## config.mk

```make
export PLATFORM = sky130hd
export DESIGN_NAME = aes_round_sched
export DESIGN_NICKNAME = d
export VERILOG_FILES = /design/src/rtl/aes_round_sched.sv
export SDC_FILE = /design/constraint.sdc
export NUM_CORES = 1
export LEC_CHECK = 0
export BUFFER_PORTS_ARGS = -buffer_cell sky130_fd_sc_hd__buf_2
export CAP_MARGIN = 20
export CORE_ASPECT_RATIO = 0.8
export CORE_UTILIZATION = 40
export CTS_BUF_LIST = sky130_fd_sc_hd__clkbuf_4 sky130_fd_sc_hd__clkbuf_8
export DETAILED_ROUTE_END_ITERATION = 12
export GPL_TIMING_DRIVEN = 0
export PLACE_DENSITY = 0.7
export RECOVER_POWER = 100
export SETUP_SLACK_MARGIN = 0.02
export SYNTH_ARGS = -nofsm -noshare
export SYNTH_HDL_FRONTEND = slang
export SYNTH_SLANG_ARGS = --single-unit
```

## constraint.sdc

```tcl
create_clock -name clk -period 2.03 [get_ports clk]
set_input_delay 0.406 -clock clk [delete_from_list [all_inputs] [get_ports clk]]
set_output_delay 0.406 -clock clk [all_outputs]
set_load 0.05 [all_outputs]
```

## src/rtl/aes_round_sched.sv

```systemverilog
// AES-128 iterative round sequencer: LOAD, NR rounds, DONE, with Rcon generation.
// Optional build macro: DEC_EN adds a 'dec' input that selects a descending Rcon sequence.
module aes_round_sched #(
    parameter int unsigned NR = 10
) (
    input  logic       clk,
    input  logic       rst_n,
    input  logic       start,
    input  logic       abort,
    input  logic       stall,
`ifdef DEC_EN
    input  logic       dec,
`endif
    output logic       ready,
    output logic       busy,
    output logic       data_load,
    output logic       round_en,
    output logic       first_rnd,
    output logic       final_rnd,
    output logic [3:0] rnd_idx,
    output logic [7:0] rcon,
    output logic       done
);

    localparam int unsigned IDX_W  = 4;
    localparam int unsigned RCON_W = 8;

    localparam logic [IDX_W-1:0]  NR_IDX    = IDX_W'(NR);
    localparam logic [IDX_W-1:0]  IDX_ONE   = IDX_W'(1);
    localparam logic [RCON_W-1:0] RCON_ENC0 = 8'h01;
    localparam logic [RCON_W-1:0] RCON_DEC0 = 8'h36;
    localparam logic [RCON_W-1:0] POLY      = 8'h1b;

    typedef enum logic [1:0] {
        ST_IDLE  = 2'd0,
        ST_LOAD  = 2'd1,
        ST_ROUND = 2'd2,
        ST_DONE  = 2'd3
    } state_t;

    state_t              state_q, state_d;
    logic [IDX_W-1:0]    rnd_idx_q, rnd_idx_d;
    logic [RCON_W-1:0]   rcon_q, rcon_d;
    logic                dec_q, dec_d;
    logic                ready_q, ready_d;
    logic                busy_q, busy_d;
    logic                data_load_q, data_load_d;
    logic                round_en_q, round_en_d;
    logic                first_rnd_q, first_rnd_d;
    logic                final_rnd_q, final_rnd_d;
    logic                done_q, done_d;
    logic                hold_c;
    logic                start_dec_c;

    // Direction requested with the start handshake (encrypt-only without DEC_EN).
`ifdef DEC_EN
    assign start_dec_c = dec;
`else
    assign start_dec_c = 1'b0;
`endif

    // One key-schedule Rcon step: xtime forward, inverse xtime for decrypt.
    function automatic logic [RCON_W-1:0] rcon_step(input logic [RCON_W-1:0] r,
                                                    input logic             inv);
        logic [RCON_W-1:0] res;
        if (inv) begin
            res = r[0] ? (((r ^ POLY) >> 1) | 8'h80) : (r >> 1);
        end else begin
            res = {r[RCON_W-2:0], 1'b0} ^ (r[RCON_W-1] ? POLY : 8'h00);
        end
        return res;
    endfunction

    // Next-state, counters and registered-output values.
    always_comb begin
        state_d   = state_q;
        rnd_idx_d = rnd_idx_q;
        rcon_d    = rcon_q;
        dec_d     = dec_q;
        hold_c    = 1'b0;

        unique case (state_q)
            ST_IDLE: begin
                if (start) begin
                    state_d   = ST_LOAD;
                    rnd_idx_d = '0;
                    dec_d     = start_dec_c;
                    rcon_d    = start_dec_c ? RCON_DEC0 : '0;
                end
            end
            ST_LOAD: begin
                if (abort) begin
                    state_d   = ST_IDLE;
                    rnd_idx_d = '0;
                    rcon_d    = '0;
                end else if (stall) begin
                    hold_c = 1'b1;
                end else begin
                    state_d   = ST_ROUND;
                    rnd_idx_d = IDX_ONE;
                    rcon_d    = dec_q ? RCON_DEC0 : RCON_ENC0;
                end
            end
            ST_ROUND: begin
                if (abort) begin
                    state_d   = ST_IDLE;
                    rnd_idx_d = '0;
                    rcon_d    = '0;
                end else if (stall) begin
                    hold_c = 1'b1;
                end else if (rnd_idx_q == NR_IDX) begin
                    // rnd_idx keeps NR through DONE
                    state_d = ST_DONE;
                    rcon_d  = '0;
                end else begin
                    rnd_idx_d = rnd_idx_q + IDX_ONE;
                    rcon_d    = rcon_step(rcon_q, dec_q);
                end
            end
            ST_DONE: begin
                state_d   = ST_IDLE;
                rnd_idx_d = '0;
                rcon_d    = '0;
            end
            default: begin
                state_d   = ST_IDLE;
                rnd_idx_d = '0;
                rcon_d    = '0;
            end
        endcase

        // Strobes describe the cycle that follows this edge; a held cycle does no work.
        ready_d     = (state_d == ST_IDLE);
        busy_d      = (state_d != ST_IDLE);
        data_load_d = (state_d == ST_LOAD) && !hold_c;
        round_en_d  = (state_d == ST_ROUND) && !hold_c;
        first_rnd_d = (state_d == ST_ROUND) && (rnd_idx_d == IDX_ONE);
        final_rnd_d = (state_d == ST_ROUND) && (rnd_idx_d == NR_IDX);
        done_d      = (state_d == ST_DONE);
    end

    // State and output registers.
    always_ff @(posedge clk or negedge rst_n) begin
        if (!rst_n) begin
            state_q     <= ST_IDLE;
            rnd_idx_q   <= '0;
            rcon_q      <= '0;
            dec_q       <= 1'b0;
            ready_q     <= 1'b1;
            busy_q      <= 1'b0;
            data_load_q <= 1'b0;
            round_en_q  <= 1'b0;
            first_rnd_q <= 1'b0;
            final_rnd_q <= 1'b0;
            done_q      <= 1'b0;
        end else begin
            state_q     <= state_d;
            rnd_idx_q   <= rnd_idx_d;
            rcon_q      <= rcon_d;
            dec_q       <= dec_d;
            ready_q     <= ready_d;
            busy_q      <= busy_d;
            data_load_q <= data_load_d;
            round_en_q  <= round_en_d;
            first_rnd_q <= first_rnd_d;
            final_rnd_q <= final_rnd_d;
            done_q      <= done_d;
        end
    end

    assign ready     = ready_q;
    assign busy      = busy_q;
    assign data_load = data_load_q;
    assign round_en  = round_en_q;
    assign first_rnd = first_rnd_q;
    assign final_rnd = final_rnd_q;
    assign rnd_idx   = rnd_idx_q;
    assign rcon      = rcon_q;
    assign done      = done_q;

endmodule

```

# After elaboration in Yosys (flattened, before gate mapping)
# Index checks and enable logic that the tools add are counted.
[word_totals]
ff_bits = 21
output_inout_bits = 19
[classes]
bitwise = 1
addsub = 1
reduce_logical = 10
eq_ne = 12
muxes = 25
[ops]
columns = ["operator", "n"]
rows = [
  ["$mux 8", 6],
  ["$pmux 8 s4", 1],
  ["$mux 4", 6],
  ["$pmux 4 s4", 1],
  ["$mux 2", 6],
  ["$eq 2x2->1 const B", 4],
  ["$eq 4x4->1 const B", 2],
  ["$pmux 2 s4", 1],
  ["$xor 8x5->8", 1],
  ["$ne 3x3->1 const B", 2],
  ["$mux 5", 1],
  ["$add 4x1->4 const B", 1],
  ["$eq 2x1->1 const B", 2],
  ["$eq 4x1->1 const B", 1],
  ["$logic_and 1x1->1", 4],
  ["$logic_not 2->1", 2],
  ["$mux 1", 3],
  ["$reduce_and 3->1", 1],
  ["$ne 2x2->1 const B", 1],
  ["$reduce_bool 2->1", 1],
  ["$reduce_or 2->1", 1],
  ["$logic_not 1->1", 1],
]

# Depth between registers and ports, before layout
# Gate-level depths: netlist of the first run.
[logic_depth]
depth_word = 7
ltp_mapped = 8
ltp_nobuf = 8

# Worst setup path before layout of the first run
# Ideal clock, no wire load.
[synth_timing]
path_kind = "reg-to-reg"
from = "reg rnd_idx_q[1] (netlist: rnd_idx[1])"
to = "reg first_rnd_q (netlist: first_rnd)"
path_stages_with_launch = 7
t_arrival_ns = 1.801
slack_ns = 0.109
path_cell_list = "dfrtp_1 -> ha_1 -> nand3b_1 -> or3_1 -> a31oi_2 -> nor2_1 -> and4_1"
[synth_via]
elab_chain_len = 7
[synth_lines]
columns = ["element", "line", "rtl"]
rows = [
  ["start: declaration", "42", "logic [IDX_W-1:0] rnd_idx_q, rnd_idx_d;"],
  ["start signal: assignment", "158", "rnd_idx_q <= rnd_idx_d;"],
  ["$add 4x1->4 / $eq 4x4->1 (equally long branches)", "116, 111", ""],
  ["$mux 4 / $mux 2 (equally long branches)", "111", "end else if (rnd_idx_q == NR_IDX) begin"],
  ["$mux 4 / $mux 2 (equally long branches)", "109", "end else if (stall) begin"],
  ["$mux 4 / $mux 2 (equally long branches)", "105", "if (abort) begin"],
  ["$pmux 4 s4 / $pmux 2 s4 (equally long branches)", "82", "unique case (state_q)"],
  ["$eq 4x1->1 / $eq 2x2->1 (equally long branches)", "137", "first_rnd_d = (state_d == ST_ROUND) && (rnd_idx_d == IDX_ONE);"],
  ["$logic_and 1x1->1 (*)", "137", ""],
  ["via first_rnd_d", "49", "logic first_rnd_q, first_rnd_d;"],
  ["end signal: assignment", "165", "first_rnd_q <= first_rnd_d;"],
  ["end: declaration", "49", ""],
]
# The timed path passes the listed nets; every way through them passes the cells marked *.
# A chain may end at the register's enable or synchronous reset.

# Final worst setup path of the first run
[layout_timing]
from = "reg state_q[0]"
to = "reg first_rnd_q (netlist: first_rnd)"
[layout_lines]
columns = ["element", "line", "rtl"]
rows = [
  ["start: declaration", "41", "state_t state_q, state_d;"],
  ["start signal: assignment", "157", "state_q <= state_d;"],
  ["$eq 2x2->1, or another cell as far along", "82", ""],
  ["$pmux 4 s4 (*)", "82", ""],
  ["via rnd_idx_d[2]", "42", ""],
  ["$eq 4x1->1 (*)", "137", ""],
  ["$logic_and 1x1->1 (*)", "137", ""],
  ["via first_rnd_d", "49", ""],
]
# Marks and branches as above.

==> results.json, run 1 <==
{
  "outcome": "complete, no violations",
  "ys_types": 39,
  "grt_max_degree": 22,
  "yosys_warnings": 0,
  "coreArea_um2": 2540,
  "placedCellCount": 161,
  "slew-limit-headroom": 0.304,
  "switching_power_w": 0.000684,
  "synthesis.area_um2": 1110,
  "cts_inserted_buffers": 3,
  "clk_pin_slew_ps": 110,
  "detail_route.vias_per_cell": 5.29,
  "routabilityCongestion": 0.806,
  "die_x_um": 61.0,
  "clock-skew-final_ps": 6.79,
  "clock-root-buffer": "clkbuf_4",
  "cts.sinks": 21,
  "avgSynthCellArea_um2": 10.8,
  "clock_latency_ps": 310,
  "grt_overflow": 0,
  "crit_required_ps": 2240,
  "wl_per_cell_um": 13.8,
  "seqPwrFrac": 0.368,
  "max-clock-path-buffers": 2,
  "setup_slack_ps": 106,
  "setup_viol": 0,
  "synth_cells": 103,
  "combPwrFrac": 0.487,
  "crit_arrival_ps": 2140,
  "start_kind": "flip-flop",
  "min_period_over_period": 0.948,
  "final_cell_mix": "dfrtp_1 (20), clkbuf_1 (20), nor2_1 (8)",
  "rows": 16,
  "layout.nets": 141,
  "cts_tree": "yes",
  "p_leak_nw": 0.594,
  "path_depth": 7,
  "syn2layout_area_growth_pct": 17.8,
  "layout-drive-gt1-share": 0.192,
  "dpl_cell_area_um2": 1270,
  "grt_pass1_vias": 853,
  "max_stage_delay_ps": 410,
  "path_buf_inv": 1,
  "drv_slew": 0,
  "crit_path_start": "state_q[0]$_DFF_PN0_",
  "clkPwrFrac": 0.144,
  "final-instance-count-excl-fill": 166,
  "synth.yosys.seq_area_share": 0.473,
  "h-tree-depth": 1,
  "cp-end-kind": "flip-flop",
  "r2r-start": "state_q[0]$_DFF_PN0_",
  "maxCapViolCount": 0,
  "timing.final.crit_period_ps": 1920,
  "first_iter_violations": 38,
  "port_buffers": 22,
  "chipHeight_um": 49.2,
  "ios": 24,
  "track_usage": 0.181,
  "clock.fmax_mhz": 520,
  "swShare": 0.467,
  "dieArea_um2": 3000,
  "path_max_fanout": 6,
  "path_delay_family": "simple AND/OR/NAND/NOR gates",
  "antenna_cells": 0,
  "path_class": "flip-flop to flip-flop",
  "p_int_w": 0.000781,
  "peakVddDrop_mv": 0.852,
  "cp_slowest_cell": "dfrtp_1",
  "antenna_found_initial": 0,
  "hp-class": "primary input to asynchronous set/reset pin",
  "num_vias": 878,
  "firstDrtPassIters": 4,
  "whs_ps": 246,
  "worstMarginPinSlew_ps": 1040,
  "initial_utilization": 0.438,
  "drt.antenna.violating_nets": 0,
  "hold_viol": 0,
  "pre_cts_slack_ps": 116,
  "grt_pass1_wl_um": 4020,
  "worstPathCellList": "inv_1 -> ha_2 -> or3b_4 -> nor3b_1 -> a22o_2 -> nor2_1 -> and4_1",
  "synth-seq-cells": 21,
  "post-dp-hpwl_um": 1700,
  "cts_hold_buf": 0,
  "rsz0062_at_grt": "no",
  "num-fill-cells": 243,
  "wl_um": 2300,
  "p_per_area_nw_per_um2": 1120,
  "setup_tns_ps": 0,
  "rr_worst_depth": 7,
  "fin_area_um2": 1310,
  "synth_nets": 113,
  "drc": 0
}
[synthesized netlist by cell type, drive strengths merged]
library cell  count  area share
nor4b             2       0.035
buf               3       0.017
o31ai             1      0.0067
and4              1      0.0079
nand2b            6       0.034
a22o              8       0.064
or3b              1       0.010
a21o              1      0.0067
nor3              4       0.018
nand3             3       0.013
o22ai             2       0.011
a221o             1      0.0090
o211ai            1      0.0067
a21oi             3       0.013
o31a              1      0.0079
dfrtp            20        0.45
nand4bb           1       0.010
a2111oi           1       0.013
nor3b             1      0.0067
o21a              1      0.0067
nand2             1      0.0034
ha                5       0.056
or3               1      0.0056
inv               8       0.027
nand3b            1      0.0067
nor4              1      0.0056
nor2b             4       0.022
o21ai             4       0.025
and2              1      0.0056
dfstp             1       0.024
a31oi             2       0.017
xor2              3       0.024
nor2              9       0.033
[metrics by stage]
| step | total power [W] | util |
|---|---|---|
| 2_1_floorplan | 0.00109 | - |
| 3_3_place_gp | 0.00123 | 0.500 |
| 3_5_place_dp | 0.00124 | 0.500 |
| 4_1_cts | 0.00146 | 0.511 |
| 5_1_grt | 0.00158 | 0.517 |
| 6_report | 0.00147 | 0.517 |
[path summary, 6_finish.rpt]
kind | end | slack, ps
max | first_rnd$_DFF_PN0_ | 110
min | rnd_idx[2]$_DFF_PN0_ | 250
max reg2reg | first_rnd$_DFF_PN0_ | 110
min reg2reg | rcon[6]$_DFFE_PN0P_ | 530
max in group asynchronous | state_q[1]$_DFF_PN0_ | 1150
min in group clk | state_q[1]$_DFF_PN0_ | 440
[kinds of logic after synthesis]
family          share of synthesized area
compound gates                      0.187
flops                               0.473
fa+ha+maj                          0.0561
simple gates                        0.217
buf+inv                            0.0438
xor+xnor                           0.0236
[worst reg2reg max path, stage by stage (launching register included)]
cell,delay [ps]
dfrtp_1,410
inv_1,120
ha_2,240
or3b_4,400
nor3b_1,220
a22o_2,190
nor2_1,50
and4_1,190
[repair_timing]
| action | CTS | global route |
|---|---|---|
| hold endpoints to repair | 0 | 0 |
| resized for setup | 0 | 8 |
| setup endpoints to repair | 0 | 5 |
| setup buffers | 0 | 1 |
[cell type report]
type                            count  area (um2)  area share
Timing Repair Buffer               23        92.6      0.0705
Sequential cell                    21         527       0.401
Buffer                              3        18.8      0.0143
Tap cell                           36        45.0      0.0343
Clock buffer                        4        30.0      0.0229
Inverter                            8        30.0      0.0229
Multi-Input combinational cell     71         571       0.434
[per-layer routing]
layer  track usage  up-vias  wire, um
met4        0.0568        0        36
met5             0        -         0
met2         0.284       23      1080
met1         0.240      424      1080
met3        0.0477        5        96
li1              -      426         -
[flip-flops by register name, summed over array words and instances (netlist names)]
name and count:
state_q 2, round_en 1, rcon 8, final_rnd 1, data_load 1, first_rnd 1
done 1, ready 1, rnd_idx 4, busy 1
[power groups by stage]
| stage | combinational, W | clock (W) | sequential (W) |
|---|---|---|---|
| detailed placement | 0.000706 | 0 | 0.000538 |
| CTS | 0.000707 | 0.000220 | 0.000533 |
| floorplan | 0.000365 | 0 | 0.000727 |
| finish | 0.000714 | 0.000211 | 0.000540 |
| global placement | 0.000690 | 0 | 0.000541 |
| global route | 0.000794 | 0.000240 | 0.000548 |
(Power assumes the default switching activity.)
==> run 2, diff against run 1 <==
==> constraint.sdc (replaced) <==
create_clock -name clk -period 2.03 [get_ports clk]
set_input_delay 0.203 -clock clk [delete_from_list [all_inputs] [get_ports clk]]
set_output_delay 0.203 -clock clk [all_outputs]
set_load 0.05 [all_outputs]
==> run 2 against run 1 <==
Against the previous run: sequential share of layout area down 0.30 points; clock power about the same; core utilization rose by 0.39 points; critical path depth unchanged; die area is the same; setup slack improved by 0.76 ps.
==> results.json, run 2 (synthesized netlist as in run 1, its figures left out) <==
{
  "crit_arrival_ps": 2130,
  "combPwrFrac": 0.488,
  "clk_pin_slew_ps": 110,
  "worstMarginPinSlew_ps": 1050,
  "wl_um": 2310,
  "coreArea_um2": 2540,
  "slew-limit-headroom": 0.298,
  "path_max_fanout": 6,
  "die_x_um": 61.0,
  "largest_reg_flops": 8,
  "pre_cts_slack_ps": 116,
  "drv_slew": 0,
  "hold_viol": 0,
  "path_class": "flip-flop to flip-flop",
  "outcome": "complete, no violations",
  "grt_pass1_vias": 859,
  "initial_utilization": 0.438,
  "final_cell_mix": "dfrtp_1 (20), clkbuf_1 (20), nor2_1 (8)",
  "drc": 0,
  "port_buffers": 22,
  "setup_slack_ps": 107,
  "layout-drive-gt1-share": 0.191,
  "first_iter_violations": 45,
  "chipHeight_um": 49.2,
  "seqPwrFrac": 0.368,
  "setup_viol": 0,
  "cts.sinks": 21,
  "peakVddDrop_mv": 0.850,
  "clock-skew-final_ps": 6.79,
  "routabilityCongestion": 0.806,
  "rows": 16,
  "p_leak_nw": 0.598,
  "layout.nets": 142,
  "syn2layout_area_growth_pct": 18.7,
  "swShare": 0.466,
  "hp-class": "primary input to flip-flop",
  "p_per_area_nw_per_um2": 1110,
  "cts_tree": "yes",
  "maxCapViolCount": 0,
  "switching_power_w": 0.000684,
  "timing.final.crit_period_ps": 1920,
  "wl_per_cell_um": 13.8,
  "start_kind": "flip-flop",
  "post-dp-hpwl_um": 1700,
  "track_usage": 0.182,
  "cts_inserted_buffers": 3,
  "cp-end-kind": "flip-flop",
  "detail_route.vias_per_cell": 5.29,
  "setup_tns_ps": 0,
  "h-tree-depth": 1,
  "antenna_cells": 0,
  "grt_max_degree": 22,
  "drt.antenna.violating_nets": 0,
  "clock_latency_ps": 310,
  "antenna_found_initial": 0,
  "max-clock-path-buffers": 2,
  "firstDrtPassIters": 4,
  "dieArea_um2": 3000,
  "crit_required_ps": 2240,
  "rsz0062_at_grt": "no",
  "clock.fmax_mhz": 520,
  "clock-root-buffer": "clkbuf_4",
  "clkPwrFrac": 0.144,
  "grt_pass1_wl_um": 4040,
  "p_int_w": 0.000783,
  "min_period_over_period": 0.947,
  "num_vias": 883,
  "ios": 24,
  "grt_overflow": 0
}
-- run 2: cell count changes in the layout (fill, tap and decap cells not counted) --
cell	delta
dlygate4sd3_1	+1
-- run 2: power by group through the flow --
stage / clock (W) / combinational [W] / sequential, W
detailed placement: 0 / 0.000706 / 0.000538
CTS: 0.000220 / 0.000709 / 0.000533
global route: 0.000240 / 0.000796 / 0.000548
floorplan: 0 / 0.000365 / 0.000727
global placement: 0 / 0.000690 / 0.000541
finish: 0.000212 / 0.000715 / 0.000540
-- run 2: worst max-delay path, cell delays in order, from the launching register on --
cell and delay [ps]:
dfrtp_1 410, inv_1 120, ha_2 240, or3b_4 400, nor3b_1 220, a22o_2 190
nor2_1 50, and4_1 190
-- run 2: path summary, 6_finish.rpt --
kind,start,endpoint,slack (ps),cells past startpoint
worst max-delay path,state_q[0]$_DFF_PN0_,first_rnd$_DFF_PN0_,110,7
worst min-delay path,start,state_q[1]$_DFF_PN0_,240,2
worst max register to register,state_q[0]$_DFF_PN0_,first_rnd$_DFF_PN0_,110,7
worst min register to register,rcon[5]$_DFFE_PN0P_,rcon[6]$_DFFE_PN0P_,530,1
max in group asynchronous,rst_n,state_q[1]$_DFF_PN0_,790,2
min in group asynchronous,rst_n,rnd_idx[2]$_DFF_PN0_,600,2
-- run 2: cell type report --
class                      instances  area, um2
tap                               36       45.0
buffer                             3       18.8
multi-input combinational         71        571
fill                             242       1220
sequential                        21        527
timing repair buffer              24        103
inverter                           8       30.0
clock buffer                       4       30.0
-- run 2: repair_timing --
item	4_1_cts	5_1_grt
gates resized for setup	0	8
setup endpoints to repair	0	5
endpoints found under the hold margin	20	0
hold buffers	1	0
buffers inserted	0	1
-- run 2: per-stage QoR --
stage	area [um2]	hold WS, ps	utilization	std cells	power (W)
finish	1320	240	0.521	167	0.00147
global route	1320	272	0.521	167	0.00158
CTS	1310	227	0.515	166	0.00146
detailed placement	1270	174	0.500	161	0.00124
global placement	1270	165	0.500	161	0.00123
floorplan	1110	-92.6	-	103	0.00109
-- run 2: routing by layer --
metal,wire length (um),GRT usage
met4,36,0.0568
met5,0,0
met2,1100,0.288
met1,1080,0.240
met3,95,0.0477
